File: config.mk
export PLATFORM = sky130hd
export DESIGN_NAME = cgp_out_profiler
export DESIGN_NICKNAME = d
export VERILOG_FILES = /design/src/rtl/cgp_out_profiler.sv
export SDC_FILE = /design/constraint.sdc
export NUM_CORES = 1
export LEC_CHECK = 0
export CORE_MARGIN = 2
export CORE_UTILIZATION = 25
export CTS_CLUSTER_DIAMETER = 80
export DETAILED_ROUTE_END_ITERATION = 6
export PLACE_DENSITY_LB_ADDON = 0.12
export RECOVER_POWER = 50
export SKIP_LAST_GASP = 1
export SYNTH_ARGS = -nofsm -noshare
export SYNTH_HDL_FRONTEND = slang
export SYNTH_SLANG_ARGS = --single-unit
File: constraint.sdc
create_clock -name clk -period 4.2 [get_ports clk]
set_input_delay 1.26 -clock clk [delete_from_list [all_inputs] [get_ports clk]]
set_output_delay 1.26 -clock clk [all_outputs]
set_load 0.02 [all_outputs]
File: src/rtl/cgp_out_profiler.sv
// Observes the single-bit output of the evolved CGP circuit over WINDOW cycles and
// reports ones count, toggle count, longest constant run and a constant flag via valid/ack.
module cgp_out_profiler #(
  parameter int unsigned WINDOW = 64,
  parameter int unsigned CNT_W  = 16
) (
  input  logic             clk,
  input  logic             reset,
  input  logic             start,
  input  logic             out_0,
  output logic             busy,
  output logic             res_valid,
  input  logic             res_ack,
  output logic [CNT_W-1:0] ones_cnt,
  output logic [CNT_W-1:0] toggle_cnt,
  output logic [CNT_W-1:0] max_run,
  output logic             is_const
);

  typedef enum logic [1:0] {
    IDLE    = 2'd0,
    MEASURE = 2'd1,
    REPORT  = 2'd2
  } state_t;

  localparam logic [CNT_W-1:0] LAST_IDX = CNT_W'(WINDOW - 1);
  localparam logic [CNT_W-1:0] ONE      = CNT_W'(1);

  state_t           state_q, state_d;
  logic [CNT_W-1:0] idx_q, idx_d;
  logic [CNT_W-1:0] run_q, run_d;
  logic             prev_q, prev_d;
  logic [CNT_W-1:0] ones_d, toggle_d, max_d;
  logic             const_d, busy_d, valid_d;
  logic             chg_c;

  // State and result registers
  always_ff @(posedge clk or negedge reset) begin
    if (!reset) begin
      state_q    <= IDLE;
      idx_q      <= '0;
      run_q      <= '0;
      prev_q     <= 1'b0;
      ones_cnt   <= '0;
      toggle_cnt <= '0;
      max_run    <= '0;
      is_const   <= 1'b1;
      busy       <= 1'b0;
      res_valid  <= 1'b0;
    end else begin
      state_q    <= state_d;
      idx_q      <= idx_d;
      run_q      <= run_d;
      prev_q     <= prev_d;
      ones_cnt   <= ones_d;
      toggle_cnt <= toggle_d;
      max_run    <= max_d;
      is_const   <= const_d;
      busy       <= busy_d;
      res_valid  <= valid_d;
    end
  end

  // Next state and datapath update
  always_comb begin
    state_d  = state_q;
    idx_d    = idx_q;
    run_d    = run_q;
    prev_d   = prev_q;
    ones_d   = ones_cnt;
    toggle_d = toggle_cnt;
    max_d    = max_run;
    const_d  = is_const;
    busy_d   = busy;
    valid_d  = res_valid;
    chg_c    = 1'b0;

    case (state_q)
      IDLE: begin
        if (start) begin
          state_d  = MEASURE;
          idx_d    = '0;
          run_d    = '0;
          prev_d   = 1'b0;
          ones_d   = '0;
          toggle_d = '0;
          max_d    = '0;
          const_d  = 1'b1;
          busy_d   = 1'b1;
          valid_d  = 1'b0;
        end
      end
      MEASURE: begin
        // The very first sample has no predecessor, so it can never count as a change
        chg_c    = (idx_q != '0) && (out_0 != prev_q);
        ones_d   = ones_cnt + CNT_W'(out_0);
        toggle_d = toggle_cnt + CNT_W'(chg_c);
        const_d  = is_const & ~chg_c;
        run_d    = chg_c ? ONE : run_q + ONE;
        max_d    = (run_d > max_run) ? run_d : max_run;
        prev_d   = out_0;
        idx_d    = idx_q + ONE;
        if (idx_q == LAST_IDX) begin
          state_d = REPORT;
          valid_d = 1'b1;
        end
      end
      REPORT: begin
        if (res_ack) begin
          state_d = IDLE;
          busy_d  = 1'b0;
          valid_d = 1'b0;
        end
      end
      default: begin
        state_d = IDLE;
        busy_d  = 1'b0;
        valid_d = 1'b0;
      end
    endcase
  end

endmodule

### Yosys cells after proc, flatten, opt, wreduce, memory -nomap -nowiden

Cells that the tools add are included.

* bits in registers: 86
* output and inout bits: 51
* word-level logic and storage cells: 54

* add/subtract/negate cells: 4
* order comparisons: 1
* eq/ne operators: 8
* mux-type cells: 20
* bitwise logic cells: 3
* reductions and logical operators: 8

Operator list (count)
* 16-bit one-hot mux with 2 select lines: 5
* 16-bit 2-to-1 mux: 3
* 16-bit by 1-bit adder with 16-bit output: 2
* 16-bit by 1-bit adder with 16-bit output, second input constant: 2
* 16-bit by 6-bit equality test with 1-bit output, second input constant: 1
* 16-bit greater-than comparator: 1
* 16-bit nonzero test: 1
* 3-bit AND reduction: 3
* 2-bit inequality test, second input constant: 4
* 2-bit 2-to-1 mux: 3
* 1-bit one-hot mux with 3 select lines: 2
* 2-bit one-hot mux with 3 select lines: 1
* 1-bit 2-to-1 mux: 4
* 1-bit one-hot mux with 2 select lines: 2
* 2-bit by 1-bit equality test with 1-bit output, second input constant: 1
* 2-bit equality test, second input constant: 1
* 2-bit zero test: 1
* 1-bit inverter: 2
* 2-bit AND reduction: 1
* 2-bit nonzero test: 1
* 1-bit AND: 1
* 1-bit logical AND: 1
* 1-bit inequality test: 1

### Depth between registers and ports, before layout

* depth in word-level cells: 6
* depth in mapped cells: 15
* mapped depth without buffers: 11

### Worst setup path before layout

Ideal clock, no wire load.

* path type: input to register
* start point: input port out_0
* end point: register max_run[10]
* library setup time: 125 ps
* arrival: 4003 ps
* data required time: 4075 ps
* setup slack: 72 ps
* stages: 14
* path buffers: 4
* path through: xnor2_1 a31o_2 inv_2 buf_2 buf_1 nor2_1 ha_1 and3_1 o311a_1 o31ai_1 a32o_1 buf_2 buf_6 mux2_2

* word-level cells in the longest chain between the ends: 6
* elaborated cells on any way between the ends: 8
* classes of those cells: 1 x order compare; 2 x eq/ne; 3 x mux; 2 x reduce/logical

Ends and longest elaborated chain
* from (decl): line 10 `input logic out_0,`
* 1-bit inequality test *: line 95 `chg_c = (idx_q != '0) && (out_0 != prev_q);`
* 1-bit logical AND *: line 95
* 16-bit 2-to-1 mux *: line 99 `run_d = chg_c ? ONE : run_q + ONE;`
* 16-bit greater-than comparator: line 100 `max_d = (run_d > max_run) ? run_d : max_run;`
* 2-bit inequality test (no source line)
* 3-bit AND reduction (no source line)
* to (signal assigned): line 57 `max_run <= max_d;`
* to (decl): line 16 `output logic [CNT_W-1:0] max_run,`

Every way passes the cells marked *; elsewhere a longest branch is shown, timed or not. The select of a mux whose other input is x is not followed.
A chain may end at the register's enable or synchronous reset.

### Worst setup path in the final report

Ends and elaborated chain as after synthesis.

==> results.md <==
- Failing checks: capacitance limit, slew limit
- Combinational power share: 0.400
- # IOs: 56
- Worst slew pin tran: 1.69 ns
- CP max-delay cell: clkdlybuf4s50_1
- H-Tree Depth: 3
- CP Class: in2reg
- Mean Syn Cell Area: 9.27 µm²
- FP Rows: 50
- CP cell instances: clkdlybuf4s50_1, xnor2_1, a31o_2, inv_2, nor2_1, ha_1, and3_1, o311a_1, o31ai_1, a32o_1, buf_4, mux2_2
- Status: complete, but fails checks
- Sinks on the clock net: 85
- Total power: 3360 µW
- Fillers: 1916
- Routability Congestion: 0.769
- Tcrit/Tclk final: 0.915
- Post-CTS Resized: 0
- Sequential power share: 0.322
- Total GRT Usage: 0.136
- Net Sw Power: 1190 µW
- Fin. max-slew vios: 30
- Post-synth EDFFs: 0
- # hold bufs at CTS: 0
- Layout cell share with drive strength beyond 1: 0.0860
- N_diodes: 0
- Largest net degree at the start of global routing: 50
- Fraction of registers with async set/reset: 1.00
- WP buf/inv: 3
- Placed Instances: 788
- Clk network pwr share: 0.278
- DRC violation count after routing: 0
- Detailed placement HPWL: 9060 µm
- Final Instance Count excl. Fillers: 804
- CTS tree: built
- Clock buffer depth: 2
- Vias in the first global route: 4097
- Total length of routed wires: 12900 µm
- Syn Inst Count: 508
- RSZ-0062 raised after global routing: no
- PwrDens: 570 nW/µm²
- Initial Utilization: 0.253
- Synth Cell Area: 4710 µm²
- DR vias: 3965
- Placed cell areas: 5580 µm²
- Fmax: 260 MHz
- WL/cell: 16.0 µm
- Vias per Instance: 4.93
- Netlist cell types: 45
- Seq/Total Area, Yosys: 0.452
- TritonCTS Buffers: 9
- Synthesis Warnings: 0
- Worst hold slack: 0.482 ns
- Syn Nets: 536
- Top FF cell, synth: dfrtp_1
- Data arrival, critical path: 4.07 ns
- Fin crit period: 3.84 ns
- Core Area: 18600 µm²
- Critical path endpoint category: register
- Root buf cell: clkbuf_16
- CP top delay family: compound AO/OA/AOI/OAI gates
- Slew margin rel.: -0.125
- Die W: 141 µm
- Post-route ant nets: 0
- Final hold viol count: 0
- Die height: 141 µm
- Max-cap violation count: 1
- Peak supply drop: 221 µV
- Grt ovf: 0
- Switching power share of the total: 0.355
- Post CTS Setup Buffer Count: 0
- Layout Skew: 0.00758 ns
- Buffers on Ports: 55
- Initial antenna violation count: 0
- Hold Crit Class: reg2reg
- # setup viols final: 0
- TritonRoute pass-1 iters: 4
- Synth-to-Final Area Change: 25.2%
- Worst path max stage delay: 0.44 ns
- Worst-path clk slew: 0.07 ns
- First-pass GRT wire length: 21400 µm
- Internal power: 2170 µW
- CP Launch Type: input pin
- Design area: 5890 µm²
- Die area: 19900 µm²
- Worst Path Max Fanout: 8
- Number of DRC markers in iteration 0: 247
- Seq cells post-synth: 85
- Critical Path RT: 4.42 ns
- Skew-Pair Late Insertion Delay: 0.34 ns
- Leakage: 0.00246 µW
- Post-layout nets: 593
-- worst paths after layout --
check	from	end	slack [ns]	cells after the start
max in group asynchronous	reset	ones_cnt[2]$_DFFE_PN0P_	1.36	2
worst min register to register	toggle_cnt[15]$_DFFE_PN0P_	toggle_cnt[15]$_DFFE_PN0P_	0.48	1
worst max-delay path	out_0	max_run[10]$_DFFE_PN0P_	0.36	12
worst min-delay path	toggle_cnt[15]$_DFFE_PN0P_	toggle_cnt[15]$_DFFE_PN0P_	0.48	1
min in group asynchronous	reset	idx_q[4]$_DFFE_PN0P_	1.22	1
worst max register to register	idx_q[10]$_DFFE_PN0P_	max_run[10]$_DFFE_PN0P_	0.56	13
-- synthesized netlist by cell type (all sizes together) (4+ instances only) --
cell / number / area (µm²)
nand4: 12 / 75.1
nor2: 32 / 120
o21ai: 50 / 250
or4: 5 / 37.5
mux2i: 10 / 100
o211ai: 9 / 67.6
nand2: 42 / 158
nand3: 31 / 155
clkbuf: 15 / 56.3
inv: 29 / 109
o31ai: 8 / 60.1
mux2: 14 / 158
a22o: 5 / 43.8
a21oi: 11 / 55.1
nor3: 22 / 110
buf: 11 / 55.1
dfrtp: 84 / 2100
nor4: 8 / 62.6
a21o: 11 / 82.6
and2: 7 / 43.8
a31oi: 15 / 93.8
xnor2: 13 / 114
ha: 23 / 288
and3: 13 / 81.3
or3: 4 / 25.0
-- registers in the layout, summed over array words and instances, names as in the netlist, 16 cells and up --
register and flops:
toggle_cnt 16, idx_q 16, run_q 16, ones_cnt 16, max_run 16
-- layout by cell type (no fill, tap or decap), types with 12 or more instances in the layout --
cell type and instances:
dfrtp_1 84, ha_1 23, inv_1 28, nand4_1 12, a31oi_1 15, nor3_1 22
and3_1 13, o21ai_0 50, nand2_1 42, nor2_1 32, xnor2_1 13, mux2_2 14
clkdlybuf4s50_1 51, nand3_1 31
-- cell families after synthesis --
kind of cell,share of synthesized area
buffers and inverters,0.0468
adders and majority gates,0.0611
muxes,0.0547
xor gates and xnor gates,0.0242
DFF,0.452
AOI/OAI and AO/OA,0.159
and+or+nand+nor,0.203
-- area by class of cell --
cell class | count | area (µm²) | share of cell area
multi-input cells | 368 | 2360 | 0.400
flip-flops and latches | 85 | 2130 | 0.361
repair buffers | 72 | 667 | 0.113
well taps | 234 | 293 | 0.0497
clock buffers | 12 | 246 | 0.0418
inverters | 29 | 109 | 0.0185
clock inverters | 4 | 95.1 | 0.0161
-- stage by stage --
| step | worst slack (ns) | setup TNS, ns | utilization |
|---|---|---|---|
| after global placement | -0.00238 | -0.0144 | 0.301 |
| after detailed placement | -0.0188 | -0.105 | 0.301 |
| after global routing | 0.153 | 0 | 0.317 |
| after CTS | 0.344 | 0 | 0.319 |
| after floorplan | 0.0720 | 0 | - |
| final | 0.356 | 0 | 0.317 |
-- metal layers --
metal | track usage | vias to the layer above | part of all wire
met5 | 0 | - | 0
met4 | 0.0358 | 0 | 0.011
met3 | 0.0367 | 10 | 0.036
met2 | 0.224 | 62 | 0.48
met1 | 0.177 | 1937 | 0.48
li1 | - | 1956 | -
-- power by group through the flow --
stage | registers, µW | clock network [µW] | logic [µW]
after floorplan | 1140 | 0 | 850
after global placement | 1100 | 0 | 1350
after detailed placement | 1100 | 0 | 1370
after CTS | 1090 | 965 | 1380
after global routing | 1110 | 997 | 1490
final | 1080 | 933 | 1350
-- worst reg2reg max path, cell delays in order, from the launching register on --
cell and delay (ns):
dfrtp_1 0.42, or4_1 0.53, nor4_1 0.38, a31o_2 0.27, inv_2 0.08, buf_12 0.14
nor2_1 0.12, ha_1 0.25, and4_1 0.23, o311a_1 0.12, o31ai_1 0.24, a32o_1 0.22
buf_4 0.18, mux2_2 0.35
(Power assumes the default switching activity.)
==> RTL change: new RTL, config.mk and constraints unchanged <==
`CNT_W`: 16 -> 32.
--- a/src/rtl/cgp_out_profiler.sv
+++ b/src/rtl/cgp_out_profiler.sv
@@ -4,3 +4,3 @@
   parameter int unsigned WINDOW = 64,
-  parameter int unsigned CNT_W  = 16
+  parameter int unsigned CNT_W  = 32
 ) (
Ports: changed (resized max_run, ones_cnt and toggle_cnt); port bits go from 56 to 104. The function was not compared with the original's and may differ.
==> RTL change against the unedited design <==
- the flow still finishes with violations (capacitance limit, slew limit)
- setup slack got worse by 0.21 ns
- sequential share of layout area decreased by 1.2 points
- clock power increased by 75%
- design area increased by 100%
- routed wire length increased by 100%
- total power increased by 71%
- via count increased by 93%
- area after synthesis increased by 96%
- sequential cell count increased by 80
- largest power group unchanged
- highest routed layer unchanged
==> RTL change: results (changes against the unedited design) <==
[layout]
design.seq.count = 165  ; +94%
clockNetworkAreaShare_pct = 4.98  ; -0.81 points
buffers = 165  ; +130%
fin_area_um2 = 11800  ; +100%
area_growth_pct = 28.2
sh_seq_area_pct = 34.9  ; -1.2 points
fillers = 3785  ; +98%
num-nonclk-inverters = 49  ; +69%
nClkBuffers = 20  ; +8
multi_input_area_share_pct = 40.5  ; +0.51 points
final-nonclk-buf-share_pct = 13.1  ; +1.8 points

[drt]
wl_per_cell_um = 15.9  ; -0.86%
drt-initial-drc-count = 326  ; +32%

[worst_setup_path]
worst_ep_required_time_ns = 4.51  ; +0.09 ns
crit_fanout = 10  ; +2
rr_endpoint = max_run[9]
crit_path_top_delay_cell = mux2_2
cp_slowest_stage_delay_ns = 0.35  ; -0.09 ns
crit_family = simple AND/OR/NAND/NOR gates
cp-endpoint = max_run[9]
r2r_cells = 17  ; +4

[yosys]
synth_common_cells = 164 x dfrtp_1, 159 x nand2_1, 91 x nor2_1
yosysSeqAreaShare_pct = 44.8  ; -0.44 points
synth_fa_ha_area_share_pct = 5.29  ; -0.82 points
syn_area_per_cell_um2 = 9.14  ; -1.3%
synthMuxAreaShare_pct = 7.46  ; +2.0 points
syn-num-nets = 1053  ; +96%

[clocking]
numCtsBuffers = 17  ; +8
htree_levels = 4  ; +1

[sta]
setup_ws_ns = 0.149  ; -0.207 ns
slew_headroom_pct = -31.0  ; -18 points
finalMaxSlewViolations = 73  ; +140%
fin_hold_ws_ns = 0.488  ; +0.00626 ns
finClkSkew_ns = 0.0172  ; +0.00962 ns

[run]
max_cap_viol_count = 1  ; unchanged

[power_and_ir_drop]
swShare_pct = 35.0  ; -0.51 points
power_mw = 5.74  ; +71%
clk-power_mw = 1.63  ; +75%
p_leak_nw = 5.27  ; +110%
pg_seq_mw = 1.86  ; +72%

[status]
status = finished, violations left
violations = capacitance limit, slew limit

[global_route]
grt_pass1_wl_mm = 42.4  ; +98%
grt_max_degree = 73  ; +46%
track_usage_pct = 14.0  ; +0.38 points

[place]
portBuffers = 103  ; +87%
dpl.cell_count = 1592  ; +100%

==> RTL change: cell types whose count changed in the layout (fill, tap and decap cells not counted), moves of 38 or more <==
cell and change:
nor2_1 +57, dfrtp_1 +80, nand3_1 +43, buf_4 +38, nand2_1 +117, clkdlybuf4s50_1 +48
==> RTL change: worst min-delay path by stage <==
| stage | start | to | cells past startpoint |
|---|---|---|---|
| global route | idx_q[31] | idx_q[31] | 1 |
| floorplan | idx_q[31] | idx_q[31] | 1 |
| detailed placement | idx_q[31] | idx_q[31] | 1 |
| global placement | idx_q[31] | idx_q[31] | 1 |
| finish | toggle_cnt[31] | toggle_cnt[31] | 1 |
| CTS | idx_q[31] | idx_q[31] | 1 |
==> RTL change: per-layer routing <==
layer  share of wire [%]  GRT usage [%]
met5                   0              0
met4                0.66           3.03
met3                 2.8           2.87
met2                  46           22.1
met1                  51           19.7
==> RTL change: what timing repair did <==
item,in CTS,in global routing
gates cloned,1,0
pin swaps,4,6
gates resized for setup,7,8
buffers inserted,5,3
setup endpoints to repair,30,32
